### src/rtl/pipe_pkg.sv
// Shared types for the ID/EX pipeline slice: ALU op codes, RV32 opcodes
// and the bundle of control bits that travels with an instruction into EX.
package pipe_pkg;

  typedef enum logic [3:0] {
    ALU_AND  = 4'b0000,
    ALU_OR   = 4'b0001,
    ALU_ADD  = 4'b0010,
    ALU_SLL  = 4'b0011,
    ALU_SUB  = 4'b0110,
    ALU_PASS = 4'b1000
  } alu_op_t;

  localparam logic [6:0] OP_R      = 7'b0110011;
  localparam logic [6:0] OP_I      = 7'b0010011;
  localparam logic [6:0] OP_LOAD   = 7'b0000011;
  localparam logic [6:0] OP_STORE  = 7'b0100011;
  localparam logic [6:0] OP_BRANCH = 7'b1100011;
  localparam logic [6:0] OP_LUI    = 7'b0110111;

  // An all-zero value of this struct is a bubble.
  typedef struct packed {
    logic valid;
    logic reg_write;
    logic mem_read;
    logic mem_write;
    logic branch;
    logic illegal;
    logic use_imm;
  } ex_ctrl_t;

endpackage

### src/rtl/alu_ctrl_dec.sv
// Combinational ID-side decode of opcode/funct3/funct7[5] into the ALU op
// code, the EX/MEM control bits and the operand-usage flags.
module alu_ctrl_dec
  import pipe_pkg::*;
(
  input  logic [6:0] opcode_i,
  input  logic [2:0] funct3_i,
  input  logic       funct7_5_i,
  output alu_op_t    alu_op_o,
  output logic       reg_write_o,
  output logic       mem_read_o,
  output logic       mem_write_o,
  output logic       branch_o,
  output logic       illegal_o,
  output logic       use_imm_o,
  output logic       uses_rs2_o
);

  always_comb begin
    alu_op_o    = ALU_ADD;
    reg_write_o = 1'b0;
    mem_read_o  = 1'b0;
    mem_write_o = 1'b0;
    branch_o    = 1'b0;
    illegal_o   = 1'b0;
    use_imm_o   = 1'b0;
    uses_rs2_o  = 1'b0;

    case (opcode_i)
      OP_R: begin
        uses_rs2_o  = 1'b1;
        reg_write_o = 1'b1;
        case (funct3_i)
          3'b000:  alu_op_o = funct7_5_i ? ALU_SUB : ALU_ADD;
          3'b001:  alu_op_o = ALU_SLL;
          3'b111:  alu_op_o = ALU_AND;
          3'b110:  alu_op_o = ALU_OR;
          default: begin
            illegal_o   = 1'b1;
            reg_write_o = 1'b0;
          end
        endcase
      end
      OP_I: begin
        use_imm_o   = 1'b1;
        reg_write_o = 1'b1;
        case (funct3_i)
          3'b000:  alu_op_o = ALU_ADD;
          3'b001:  alu_op_o = ALU_SLL;
          3'b111:  alu_op_o = ALU_AND;
          3'b110:  alu_op_o = ALU_OR;
          default: begin
            illegal_o   = 1'b1;
            reg_write_o = 1'b0;
          end
        endcase
      end
      OP_LOAD: begin
        use_imm_o   = 1'b1;
        reg_write_o = 1'b1;
        mem_read_o  = 1'b1;
      end
      OP_STORE: begin
        use_imm_o   = 1'b1;
        uses_rs2_o  = 1'b1;
        mem_write_o = 1'b1;
      end
      OP_BRANCH: begin
        alu_op_o   = ALU_SUB;
        uses_rs2_o = 1'b1;
        branch_o   = 1'b1;
      end
      OP_LUI: begin
        alu_op_o    = ALU_PASS;
        use_imm_o   = 1'b1;
        reg_write_o = 1'b1;
      end
      default: illegal_o = 1'b1;
    endcase
  end

endmodule

### src/rtl/id_ex_stage.sv
// ID/EX pipeline register feeding the ALU: registers decoded fields, applies
// MEM/WB forwarding to the operands and inserts bubbles on load-use hazards.
module id_ex_stage
  import pipe_pkg::*;
#(
  parameter int XLEN      = 32,
  parameter int RF_ADDR_W = 5
) (
  input  logic                 clk,
  input  logic                 rst,
  input  logic                 stall,
  input  logic                 flush,
  input  logic                 id_valid,
  input  logic [6:0]           id_opcode,
  input  logic [2:0]           id_funct3,
  input  logic                 id_funct7_5,
  input  logic [RF_ADDR_W-1:0] id_rs1,
  input  logic [RF_ADDR_W-1:0] id_rs2,
  input  logic [RF_ADDR_W-1:0] id_rd,
  input  logic [XLEN-1:0]      id_rs1_data,
  input  logic [XLEN-1:0]      id_rs2_data,
  input  logic [XLEN-1:0]      id_imm,
  input  logic                 mem_reg_write,
  input  logic [RF_ADDR_W-1:0] mem_rd,
  input  logic [XLEN-1:0]      mem_result,
  input  logic                 wb_reg_write,
  input  logic [RF_ADDR_W-1:0] wb_rd,
  input  logic [XLEN-1:0]      wb_result,
  output logic                 hazard_stall,
  output logic                 ex_valid,
  output logic [3:0]           ex_alu_op,
  output logic [XLEN-1:0]      ex_in1,
  output logic [XLEN-1:0]      ex_in2,
  output logic [XLEN-1:0]      ex_store_data,
  output logic [RF_ADDR_W-1:0] ex_rd,
  output logic                 ex_reg_write,
  output logic                 ex_mem_read,
  output logic                 ex_mem_write,
  output logic                 ex_branch,
  output logic [2:0]           ex_funct3,
  output logic                 ex_illegal
);

  alu_op_t dec_alu_op;
  logic    dec_reg_write, dec_mem_read, dec_mem_write, dec_branch;
  logic    dec_illegal, dec_use_imm, dec_uses_rs2;

  alu_ctrl_dec u_dec (
    .opcode_i    (id_opcode),
    .funct3_i    (id_funct3),
    .funct7_5_i  (id_funct7_5),
    .alu_op_o    (dec_alu_op),
    .reg_write_o (dec_reg_write),
    .mem_read_o  (dec_mem_read),
    .mem_write_o (dec_mem_write),
    .branch_o    (dec_branch),
    .illegal_o   (dec_illegal),
    .use_imm_o   (dec_use_imm),
    .uses_rs2_o  (dec_uses_rs2)
  );

  ex_ctrl_t             ctrl_d, ctrl_q, id_ctrl;
  alu_op_t              alu_op_d, alu_op_q;
  logic [2:0]           funct3_d, funct3_q;
  logic [RF_ADDR_W-1:0] rs1_d, rs1_q, rs2_d, rs2_q, rd_d, rd_q;
  logic [XLEN-1:0]      rs1_data_d, rs1_data_q, rs2_data_d, rs2_data_q;
  logic [XLEN-1:0]      imm_d, imm_q;
  logic [XLEN-1:0]      fwd_rs1, fwd_rs2;

  assign id_ctrl = '{valid:     id_valid,
                     reg_write: dec_reg_write,
                     mem_read:  dec_mem_read,
                     mem_write: dec_mem_write,
                     branch:    dec_branch,
                     illegal:   dec_illegal,
                     use_imm:   dec_use_imm};

  // x0 is never a real producer, so a load targeting it cannot cause a stall.
  assign hazard_stall = ctrl_q.valid & ctrl_q.mem_read & (rd_q != '0) & id_valid &
                        ((rd_q == id_rs1) | (dec_uses_rs2 & (rd_q == id_rs2)));

  always_comb begin
    ctrl_d     = ctrl_q;
    alu_op_d   = alu_op_q;
    funct3_d   = funct3_q;
    rs1_d      = rs1_q;
    rs2_d      = rs2_q;
    rd_d       = rd_q;
    rs1_data_d = rs1_data_q;
    rs2_data_d = rs2_data_q;
    imm_d      = imm_q;
    if (flush || (!stall && hazard_stall)) begin
      ctrl_d   = '0;
      alu_op_d = ALU_AND;
      rd_d     = '0;
    end else if (!stall) begin
      ctrl_d     = id_ctrl;
      alu_op_d   = dec_alu_op;
      funct3_d   = id_funct3;
      rs1_d      = id_rs1;
      rs2_d      = id_rs2;
      rd_d       = id_rd;
      rs1_data_d = id_rs1_data;
      rs2_data_d = id_rs2_data;
      imm_d      = id_imm;
    end
  end

  always_ff @(posedge clk or posedge rst) begin
    if (rst) begin
      ctrl_q     <= '0;
      alu_op_q   <= ALU_AND;
      funct3_q   <= '0;
      rs1_q      <= '0;
      rs2_q      <= '0;
      rd_q       <= '0;
      rs1_data_q <= '0;
      rs2_data_q <= '0;
      imm_q      <= '0;
    end else begin
      ctrl_q     <= ctrl_d;
      alu_op_q   <= alu_op_d;
      funct3_q   <= funct3_d;
      rs1_q      <= rs1_d;
      rs2_q      <= rs2_d;
      rd_q       <= rd_d;
      rs1_data_q <= rs1_data_d;
      rs2_data_q <= rs2_data_d;
      imm_q      <= imm_d;
    end
  end

  // MEM is the younger producer, so it wins over WB.
  always_comb begin
    if (mem_reg_write && (mem_rd == rs1_q) && (rs1_q != '0))
      fwd_rs1 = mem_result;
    else if (wb_reg_write && (wb_rd == rs1_q) && (rs1_q != '0))
      fwd_rs1 = wb_result;
    else
      fwd_rs1 = rs1_data_q;

    if (mem_reg_write && (mem_rd == rs2_q) && (rs2_q != '0))
      fwd_rs2 = mem_result;
    else if (wb_reg_write && (wb_rd == rs2_q) && (rs2_q != '0))
      fwd_rs2 = wb_result;
    else
      fwd_rs2 = rs2_data_q;
  end

  assign ex_in1        = fwd_rs1;
  assign ex_in2        = ctrl_q.use_imm ? imm_q : fwd_rs2;
  assign ex_store_data = fwd_rs2;
  assign ex_valid      = ctrl_q.valid;
  assign ex_alu_op     = alu_op_q;
  assign ex_rd         = rd_q;
  assign ex_reg_write  = ctrl_q.reg_write;
  assign ex_mem_read   = ctrl_q.mem_read;
  assign ex_mem_write  = ctrl_q.mem_write;
  assign ex_branch     = ctrl_q.branch;
  assign ex_funct3     = funct3_q;
  assign ex_illegal    = ctrl_q.illegal;

endmodule

### config.mk
export PLATFORM = sky130hd
export DESIGN_NAME = id_ex_stage
export DESIGN_NICKNAME = d
export VERILOG_FILES = /design/src/rtl/pipe_pkg.sv /design/src/rtl/alu_ctrl_dec.sv /design/src/rtl/id_ex_stage.sv
export SDC_FILE = /design/constraint.sdc
export NUM_CORES = 1
export LEC_CHECK = 0
export CAP_MARGIN = 0
export CORE_MARGIN = 2
export CORE_UTILIZATION = 44
export DETAILED_ROUTE_END_ITERATION = 6
export GPL_ROUTABILITY_DRIVEN = 0
export HOLD_SLACK_MARGIN = 0.05
export PLACE_DENSITY = 0.88
export SETUP_SLACK_MARGIN = 0.2
export SLEW_MARGIN = 20
export SYNTH_ARGS = -nofsm -noshare
export SYNTH_HDL_FRONTEND = slang
export SYNTH_SLANG_ARGS = --single-unit
### constraint.sdc
create_clock -name clk -period 3.88 [get_ports clk]
set_clock_uncertainty 0.1 [all_clocks]
set_input_delay 0.388 -clock clk [delete_from_list [all_inputs] [get_ports clk]]
set_output_delay 0.388 -clock clk [all_outputs]
set_load 0.02 [all_outputs]
==> results of run 1 <==
## layer usage
layer | track usage (%) | wire length, um
met4 | 16.2 | 1810
met3 | 7.19 | 4220
met5 | 0 | 28
met2 | 51.9 | 19400
met1 | 42.1 | 15900
## worst max-delay path by stage
stage          depth (start not counted)  slack [ns]    endpoint
2_1_floorplan                          6        1.15  ex_in2[10]
4_1_cts                                7        0.23  ex_in2[31]
3_5_place_dp                           8        0.51  ex_in2[19]
6_report                               7        0.23  ex_in2[30]
5_1_grt                                7        0.16  ex_in2[31]
3_3_place_gp                           8        0.56  ex_in2[10]
## repair_timing
action / 4_1_cts / 5_1_grt
resized for setup: 1 / 4
setup endpoints to repair: 11 / 13
buffers inserted: 0 / 0
endpoints found under the hold margin: 0 / 0
## cell usage after synthesis, types with 9 or more instances
cell type,n,area (sq um)
nor3b_1,64,480
o21a_1,109,818
xor2_1,11,96.3
buf_1,9,33.8
nand3_1,178,891
a31oi_1,78,488
nor3_1,35,175
a21oi_1,65,325
xnor2_1,21,184
mux2_2,31,349
buf_2,21,105
o21ai_0,41,205
clkbuf_1,140,526
o211ai_1,109,818
dfrtp_1,125,3130
nand4_1,85,532
nand2_1,62,233
o31ai_1,36,270
mux2i_1,32,320
## area by class of cell
cell class              instances  area, sq um  area share [%]
multi-input cells             995         6550            46.0
flip-flops and latches        125         3130            22.0
diodes                          2         5.00          0.0352
inverters                       2         11.3          0.0791
repair buffers                354         3550            25.0
clock buffers                  18          439            3.09
well taps                     313          392            2.75
clock inverters                14          146            1.03
## state kept, by name, summed over array words and instances (netlist names)
signal / count
ctrl_q: 1
ex_alu_op: 4
ex_branch: 1
ex_funct3: 3
ex_illegal: 1
ex_mem_read: 1
ex_mem_write: 1
ex_rd: 5
ex_reg_write: 1
ex_valid: 1
imm_q: 32
rs1_data_q: 32
rs1_q: 5
rs2_data_q: 32
rs2_q: 5
## power by group through the flow
stage | sequential, mW | combinational (mW) | clock, mW
6_report | 1.67 | 1.92 | 1.61
5_1_grt | 1.68 | 2.05 | 1.68
4_1_cts | 1.66 | 1.91 | 1.62
3_5_place_dp | 1.68 | 1.90 | 0
3_3_place_gp | 1.67 | 1.85 | 0
2_1_floorplan | 1.62 | 1.06 | 0
## cell families after synthesis
| group | count (synthesis) | share of synthesized area (%) |
|---|---|---|
| compound gates | 451 | 29.4 |
| xor+xnor | 32 | 2.72 |
| buf+inv | 175 | 6.85 |
| flops | 125 | 30.4 |
| mux | 64 | 6.61 |
| simple gates | 448 | 24.0 |
## critical path, stage by stage (launching register included)
cell             delay (ns)
dfrtp_1                0.44
or4_4                  0.60
o211ai_4               0.21
buf_8                  0.27
nor3_1                 0.09
a31oi_1                0.28
mux2_2                 0.22
clkdlybuf4s50_1        0.60
## through the flow
step           utilization (%)  hold WS (ns)  worst slack [ns]  std cells  area [sq um]
3_5_place_dp              59.8         0.383             0.514       1789         13600
6_report                  62.5         0.405             0.226       1823         14200
2_1_floorplan                -         0.406              1.15       1295         10300
4_1_cts                   62.4         0.392             0.234       1821         14200
3_3_place_gp              59.8         0.388             0.565       1789         13600
5_1_grt                   62.5         0.424             0.158       1823         14200
## cell usage in the layout (no fill, tap or decap), drive strengths merged, types with 6 or more instances in the layout
cell type        n
clkinvlp         7
nor3            35
o21ai           41
dfrtp          125
nand4           85
o21a           109
clkbuf          18
o22ai            8
nor3b           64
nand3          178
mux2i           32
nand2           62
buf             39
xnor2           21
clkinv           6
xor2            11
nor2             7
clkdlybuf4s50  314
a31oi           78
o31ai           36
o211ai         110
a21oi           65
mux2            32
==> results.sh, run 1 <==
export IMPL_p_clk_share_pct=31.0
export IMPL_reg2reg_slack_ns=1.22
export IMPL_antenna_found_initial=4
export IMPL_power_internal_mw=3.38
export IMPL_r2r_start="ex_rd[0]"
export IMPL_rsz0062_at_grt="yes"
export IMPL_ioPinCount=318
export IMPL_hold_path_depth=4
export IMPL_leakage_nw=4.76
export IMPL_die_h_um=157
export IMPL_routed_wl_um=41300
export IMPL_die_area_sq_um=24600
export IMPL_switchingPower_mw=1.82
export IMPL_ys_seq_elements=125
export IMPL_crit_start="rs2_q[1]"
export IMPL_rows=55
export IMPL_cts_tree="yes"
export IMPL_die_w_um=157
export IMPL_cts_root_buf="clkbuf_16"
export IMPL_timing_setup_tns_ns=0
export IMPL_path_class="flip-flop to primary output"
export IMPL_port_buffers=317
export IMPL_synth_edff_count=0
export IMPL_tightest_slew_ns=0.984
export IMPL_htreeDepth=4
export IMPL_synth_net_count=1498
export IMPL_drc_errors=0
export IMPL_r2r_cells=7
export IMPL_clockBufferDepth=2
export IMPL_power_density_nw_per_um2=366
export IMPL_drtAntennaViolNets=0
export IMPL_final_max_slew_violation_count=0
export IMPL_end_kind="primary output"
export IMPL_worstPathMaxFanout=32
export IMPL_num_fill_cells=1917
export IMPL_grt_max_degree=126
export IMPL_worstSetupStartpointType="flip-flop"
export IMPL_clk_pin_slew_ns=0.06
export IMPL_hold_start="stall"
export IMPL_ys_flop_type="dfrtp_1"
export IMPL_final_layout_size_suffix_gt1_share_pct=7.76
export IMPL_ys_seq_area_share_pct=30.4
export IMPL_clk_latency_ns=0.41
export IMPL_fin_nets=1698
export IMPL_hold_path_end="ex_funct3[2]"
export IMPL_cts_hold_buf=0
export IMPL_synth_distinct_cells=41
export IMPL_track_usage_pct=32.7
export IMPL_cts_buffers=17
export IMPL_synth_cells=1295
export IMPL_slew_headroom_pct=34.4
export IMPL_final_hold_viol_count=0
export IMPL_grt_pass1_vias=11786
export IMPL_total_power_mw=5.20
export IMPL_synthArstFlopShare_pct=100
export IMPL_status="finished clean"
export IMPL_arrival_ns=3.17
export IMPL_avgRoutedWirePerCell_um=22.7
export IMPL_power_switching_share_pct=35.0
export IMPL_netlist_area_sq_um=10300
export IMPL_dr_pass1_iters=5
export IMPL_route_vias_total=12182
export IMPL_avgViaCountPerCell=6.68
export IMPL_first_iter_violations=1470
export IMPL_reg2reg_to="imm_q[14]"
export IMPL_core_area_sq_um=22800
export IMPL_maxCapViolCount=0
export IMPL_grt_pass1_wl_um=64200
export IMPL_ys_warn_count=0
export IMPL_share_comb_of_total_power_pct=36.9
export IMPL_synth_area_per_cell_sq_um=7.95
export IMPL_area_delta_synth_final_pct=38.2
export IMPL_clock_sinks=125
export IMPL_cp_required_ns=3.39
export IMPL_hpwl_um=26600
export IMPL_initial_utilization_pct=45.2
export IMPL_period_needed_ns=3.65
export IMPL_fin_crit_sh_pct=94.2
export IMPL_max_freq_mhz=274
export IMPL_overflow=0
export IMPL_seq_power_share_pct=32.1
export IMPL_setup_violations=0
export IMPL_min_path_type="input pin to flip-flop"
export IMPL_ir_drop_v=0.000244
Note: power is estimated with default switching activity, not from simulation.
==> run 2, diff against run 1 <==
- CORE_ASPECT_RATIO: not set -> 0.8
==> run 2 against run 1 <==
Effect of this change:
- clock power is 4% higher
- via count is 2.2% higher
- worst hold slack got worse by 0.057 ns
- worst setup slack better by 0.012 ns
- critical path depth did not move
- utilization decreased by 0.70 points
==> results.sh, run 2 (synthesis results as in run 1) <==
export IMPL_clockBufferDepth=2
export IMPL_first_iter_violations=2014
export IMPL_postLayoutCoreUtil_pct=61.8
export IMPL_worstPathMaxFanout=32
export IMPL_path_class="flip-flop to primary output"
export IMPL_arrival_ns=3.15
export IMPL_final_hold_viol_count=0
export IMPL_timing_setup_tns_ns=0
export IMPL_routed_wl_um=44300
export IMPL_rsz0062_at_grt="yes"
export IMPL_die_w_um=175
export IMPL_rows=50
export IMPL_cts_buffers=17
export IMPL_drtAntennaViolNets=0
export IMPL_share_comb_of_total_power_pct=36.6
export IMPL_total_power_mw=5.33
export IMPL_max_freq_mhz=275
export IMPL_grt_max_degree=126
export IMPL_power_switching_share_pct=36.1
export IMPL_final_common_cell="clkdlybuf4s50_1"
export IMPL_switchingPower_mw=1.92
export IMPL_overflow=0
export IMPL_initial_utilization_pct=44.4
export IMPL_p_clk_share_pct=31.5
export IMPL_hold_path_depth=3
export IMPL_reg2reg_to="rs1_data_q[31]"
export IMPL_hold_start="stall"
export IMPL_setup_ws_ns=0.238
export IMPL_stdcell_count=1822
export IMPL_maxCapViolCount=0
export IMPL_status="finished clean"
export IMPL_antenna_found_initial=6
export IMPL_setup_violations=0
export IMPL_power_density_nw_per_um2=372
export IMPL_place_area_sq_um=13700
export IMPL_clock_sinks=125
export IMPL_min_path_type="input pin to flip-flop"
export IMPL_htreeDepth=4
export IMPL_r2r_cells=7
export IMPL_timing_hold_ws_ns=0.348
export IMPL_clk_latency_ns=0.42
export IMPL_final_max_slew_violation_count=0
export IMPL_final_cell_mix="clkdlybuf4s50_1, nand3_1, dfrtp_1"
export IMPL_hold_path_end="ex_alu_op[1]"
export IMPL_worstSetupStartpointType="flip-flop"
export IMPL_end_kind="primary output"
export IMPL_fin_area_sq_um=14300
export IMPL_clk_pin_slew_ns=0.07
export IMPL_route_vias_total=12447
export IMPL_power_internal_mw=3.40
export IMPL_final_layout_size_suffix_gt1_share_pct=7.78
export IMPL_hpwl_um=28100
export IMPL_ir_drop_v=0.000262
export IMPL_period_needed_ns=3.64
export IMPL_dr_pass1_iters=5
export IMPL_avgRoutedWirePerCell_um=24.3
export IMPL_largest_registers="imm_q: 32 flops, rs1_data_q: 32 flops, rs2_data_q: 32 flops"
export IMPL_cts_root_buf="clkbuf_16"
export IMPL_cts_hold_buf=0
export IMPL_post_place_ws_ns=0.271
export IMPL_ioPinCount=318
export IMPL_fin_nets=1694
export IMPL_tightest_slew_ns=0.989
export IMPL_die_h_um=141
export IMPL_r2r_start="ex_rd[0]"
export IMPL_grt_pass1_wl_um=67900
export IMPL_grt_pass1_vias=11815
export IMPL_reg2reg_slack_ns=1.21
export IMPL_cts_tree="yes"
export IMPL_port_buffers=317
export IMPL_dp_cells=1782
export IMPL_cp_required_ns=3.39
export IMPL_seq_power_share_pct=31.8
export IMPL_avgViaCountPerCell=6.83
export IMPL_drc_errors=0
export IMPL_track_usage_pct=34.8
export IMPL_die_area_sq_um=24600
export IMPL_fin_crit_sh_pct=93.9
export IMPL_area_delta_synth_final_pct=39.2
export IMPL_leakage_nw=4.82
export IMPL_core_area_sq_um=23200
export IMPL_num_fill_cells=1992
export IMPL_slew_headroom_pct=34.1
-- run 2: worst max path at each step --
stage               from          to  slack [ns]  depth (start not counted)
2_1_floorplan   rs2_q[1]  ex_in2[10]        1.15                          6
3_3_place_gp   mem_rd[3]   ex_in2[7]        0.33                          8
3_5_place_dp   mem_rd[3]   ex_in2[2]        0.27                          8
4_1_cts         rs2_q[1]  ex_in2[29]        0.20                          7
5_1_grt         rs2_q[1]  ex_in2[29]        0.17                          7
6_report        rs2_q[1]  ex_in2[29]        0.24                          7
-- run 2: power by group through the flow --
stage          logic [mW]  registers [mW]  clock network (mW)
3_3_place_gp         1.87            1.69                   0
6_report             1.95            1.70                1.68
4_1_cts              1.93            1.68                1.70
2_1_floorplan        1.06            1.62                   0
5_1_grt              2.07            1.71                1.75
3_5_place_dp         1.92            1.70                   0
-- run 2: what timing repair did --
item                       in CTS  in global routing
pin swaps                       1                  1
buffers inserted                1                  1
gates resized for setup         4                  7
setup endpoints to repair      55                 29
-- run 2: routing by layer --
layer / track usage, % / routed length, um
met1: 47.0 / 17700
met2: 53.5 / 20000
met3: 7.20 / 4860
met4: 16.0 / 1720
met5: 0 / 0
-- run 2: final cells by class --
cell class / count / area [sq um] / area share (%)
clock inverters: 15 / 175 / 1.22
multi-input cells: 995 / 6560 / 45.7
clock buffers: 17 / 425 / 2.97
flip-flops and latches: 125 / 3130 / 21.8
diodes: 6 / 15.0 / 0.105
repair buffers: 350 / 3630 / 25.3
well taps: 312 / 390 / 2.72
inverters: 2 / 11.3 / 0.0785
-- run 2: critical path: stages (launching register included) --
cell and delay [ns]:
dfrtp_1 0.45, or4_4 0.61, o211ai_4 0.22, buf_12 0.24
nor3_1 0.13, a31oi_1 0.25, mux2_2 0.20, clkdlybuf4s50_1 0.60
==> run 3, diff against run 2 <==
- CTS_CLUSTER_DIAMETER: not set -> 100
- RECOVER_POWER: not set -> 100
==> run 3 against run 2 <==
Effect of this change:
- the run now ends with max-capacitance violations, max-slew violations left
- maximum frequency shrank 1.4%
- worst setup slack lost 0.052 ns
- final cell count is the same
- routed wire length shrank 0.20%
- flip-flop and latch count is the same
- design area shrank 0.29%
- critical path depth is the same
- sequential power is essentially flat
- utilization shrank 0.18 points
- critical endpoint is now ex_in2[26]
- largest cell class unchanged
- highest routed layer unchanged
==> results.sh, run 3 (synthesis results as in run 1) <==
export IMPL_max_freq_mhz=271
export IMPL_worstSetupStartpointType="flip-flop"
export IMPL_cts_root_buf="clkbuf_16"
export IMPL_fin_area_sq_um=14300
export IMPL_cp_required_ns=3.39
export IMPL_ir_drop_v=0.000262
export IMPL_clk_pin_slew_ns=0.06
export IMPL_route_vias_total=12467
export IMPL_rsz0062_at_grt="yes"
export IMPL_place_area_sq_um=13700
export IMPL_maxCapViolCount=1
export IMPL_postLayoutCoreUtil_pct=61.6
export IMPL_fin_crit_sh_pct=95.2
export IMPL_avgViaCountPerCell=6.84
export IMPL_core_area_sq_um=23200
export IMPL_cts_buffers=17
export IMPL_largest_registers="imm_q: 32 flops, rs1_data_q: 32 flops, rs2_data_q: 32 flops"
export IMPL_drc_errors=0
export IMPL_end_kind="primary output"
export IMPL_grt_pass1_wl_um=67900
export IMPL_crit_path_max_incr_delay_ns=0.66
export IMPL_die_area_sq_um=24600
export IMPL_timing_setup_tns_ns=0
export IMPL_final_max_slew_violation_count=126
export IMPL_track_usage_pct=34.8
export IMPL_tightest_slew_ns=1.87
export IMPL_die_w_um=175
export IMPL_total_power_mw=5.24
export IMPL_dr_pass1_iters=6
export IMPL_final_hold_viol_count=0
export IMPL_grt_pass1_vias=11815
export IMPL_final_common_cell="clkdlybuf4s50_1"
export IMPL_violations="max-capacitance violations, max-slew violations"
export IMPL_clk_latency_ns=0.42
export IMPL_cp_cell_sequence="or4_4 > o211ai_4 > or2_4 > buf_4 > a31oi_1 > mux2_2 > dlygate4sd3_1"
export IMPL_drtAntennaViolNets=0
export IMPL_slew_headroom_pct=-24.3
export IMPL_ioPinCount=318
export IMPL_final_layout_size_suffix_gt1_share_pct=7.71
export IMPL_initial_utilization_pct=44.4
export IMPL_crit_family="buffers and inverters"
export IMPL_status="finished, violations left"
export IMPL_overflow=0
export IMPL_cts_tree="yes"
export IMPL_hpwl_um=28100
export IMPL_clock_sinks=125
export IMPL_rows=50
export IMPL_path_buf_inv=2
export IMPL_htreeDepth=4
export IMPL_period_needed_ns=3.69
export IMPL_clockBufferDepth=2
export IMPL_power_density_nw_per_um2=366
export IMPL_area_delta_synth_final_pct=38.8
export IMPL_min_path_type="input pin to flip-flop"
export IMPL_fin_nets=1694
export IMPL_grt_max_degree=126
export IMPL_routed_wl_um=44200
export IMPL_port_buffers=317
export IMPL_die_h_um=141
export IMPL_setup_violations=0
export IMPL_first_iter_violations=2070
export IMPL_worstPathMaxFanout=11
export IMPL_leakage_nw=4.85
export IMPL_avgRoutedWirePerCell_um=24.3
export IMPL_antenna_found_initial=6
export IMPL_path_class="flip-flop to primary output"
export IMPL_cp_slowest_cell="dlygate4sd3_1"
export IMPL_arrival_ns=3.21
export IMPL_final_cell_mix="clkdlybuf4s50_1, nand3_1, dfrtp_1"
==> run 3: routing by layer <==
layer / up-vias / global-route usage (%) / share of wire, %
li1: 5411 / - / -
met1: 5982 / 47.0 / 40
met2: 915 / 53.5 / 45
met3: 159 / 7.20 / 11
met4: 0 / 16.0 / 4.0
met5: - / 0 / 0
==> run 3: cell type report <==
class,count,area [sq um]
fillers,2003,8910
multi-input cells,995,6550
repair buffers,350,3590
flip-flops and latches,125,3130
clock buffers,17,425
well taps,312,390
clock inverters,15,175
diodes,6,15.0
inverters,2,11.3
==> run 3: where the power goes <==
part	internal, mW	switching [mW]	total [mW]
clock	0.971	0.707	1.68
sequential	1.48	0.218	1.69
combinational	0.880	0.985	1.86
total	3.33	1.91	5.24
==> run 3: what timing repair did <==
action / CTS / global route
pin swaps: 1 / 1
hold buffers: 0 / 0
setup buffers: 1 / 1
resized for setup: 4 / 7
setup endpoints to repair: 55 / 29
==> run 3: worst register-to-register path, stage by stage (launching register included) <==
cell	delay, ns
dfrtp_1	0.51
xor2_1	0.20
nor3_1	0.43
and3_2	0.28
clkbuf_4	1.04
o211ai_1	0.33
nand3_1	0.13
==> run 3: stage by stage <==
step	setup slack, ns	hold slack, ns	std cells
2_1_floorplan	1.15	0.406	1295
3_3_place_gp	0.331	0.365	1782
3_5_place_dp	0.271	0.376	1782
4_1_cts	0.201	0.359	1815
5_1_grt	0.110	0.377	1821
6_report	0.186	0.348	1822
==> run 3: worst paths after layout <==
check                      slack, ns    startpoint  cells after the start              to
setup / recovery                0.19      rs2_q[1]                      7      ex_in2[26]
setup reg to reg                0.79      ex_rd[0]                      6  rs1_data_q[10]
min in group asynchronous       1.02           rst                      3        imm_q[2]
hold reg to reg                 0.39  ex_alu_op[3]                      2    ex_alu_op[3]
hold / removal                  0.35         stall                      3        ex_rd[3]
max in group asynchronous       1.37           rst                      3       ctrl_q[0]
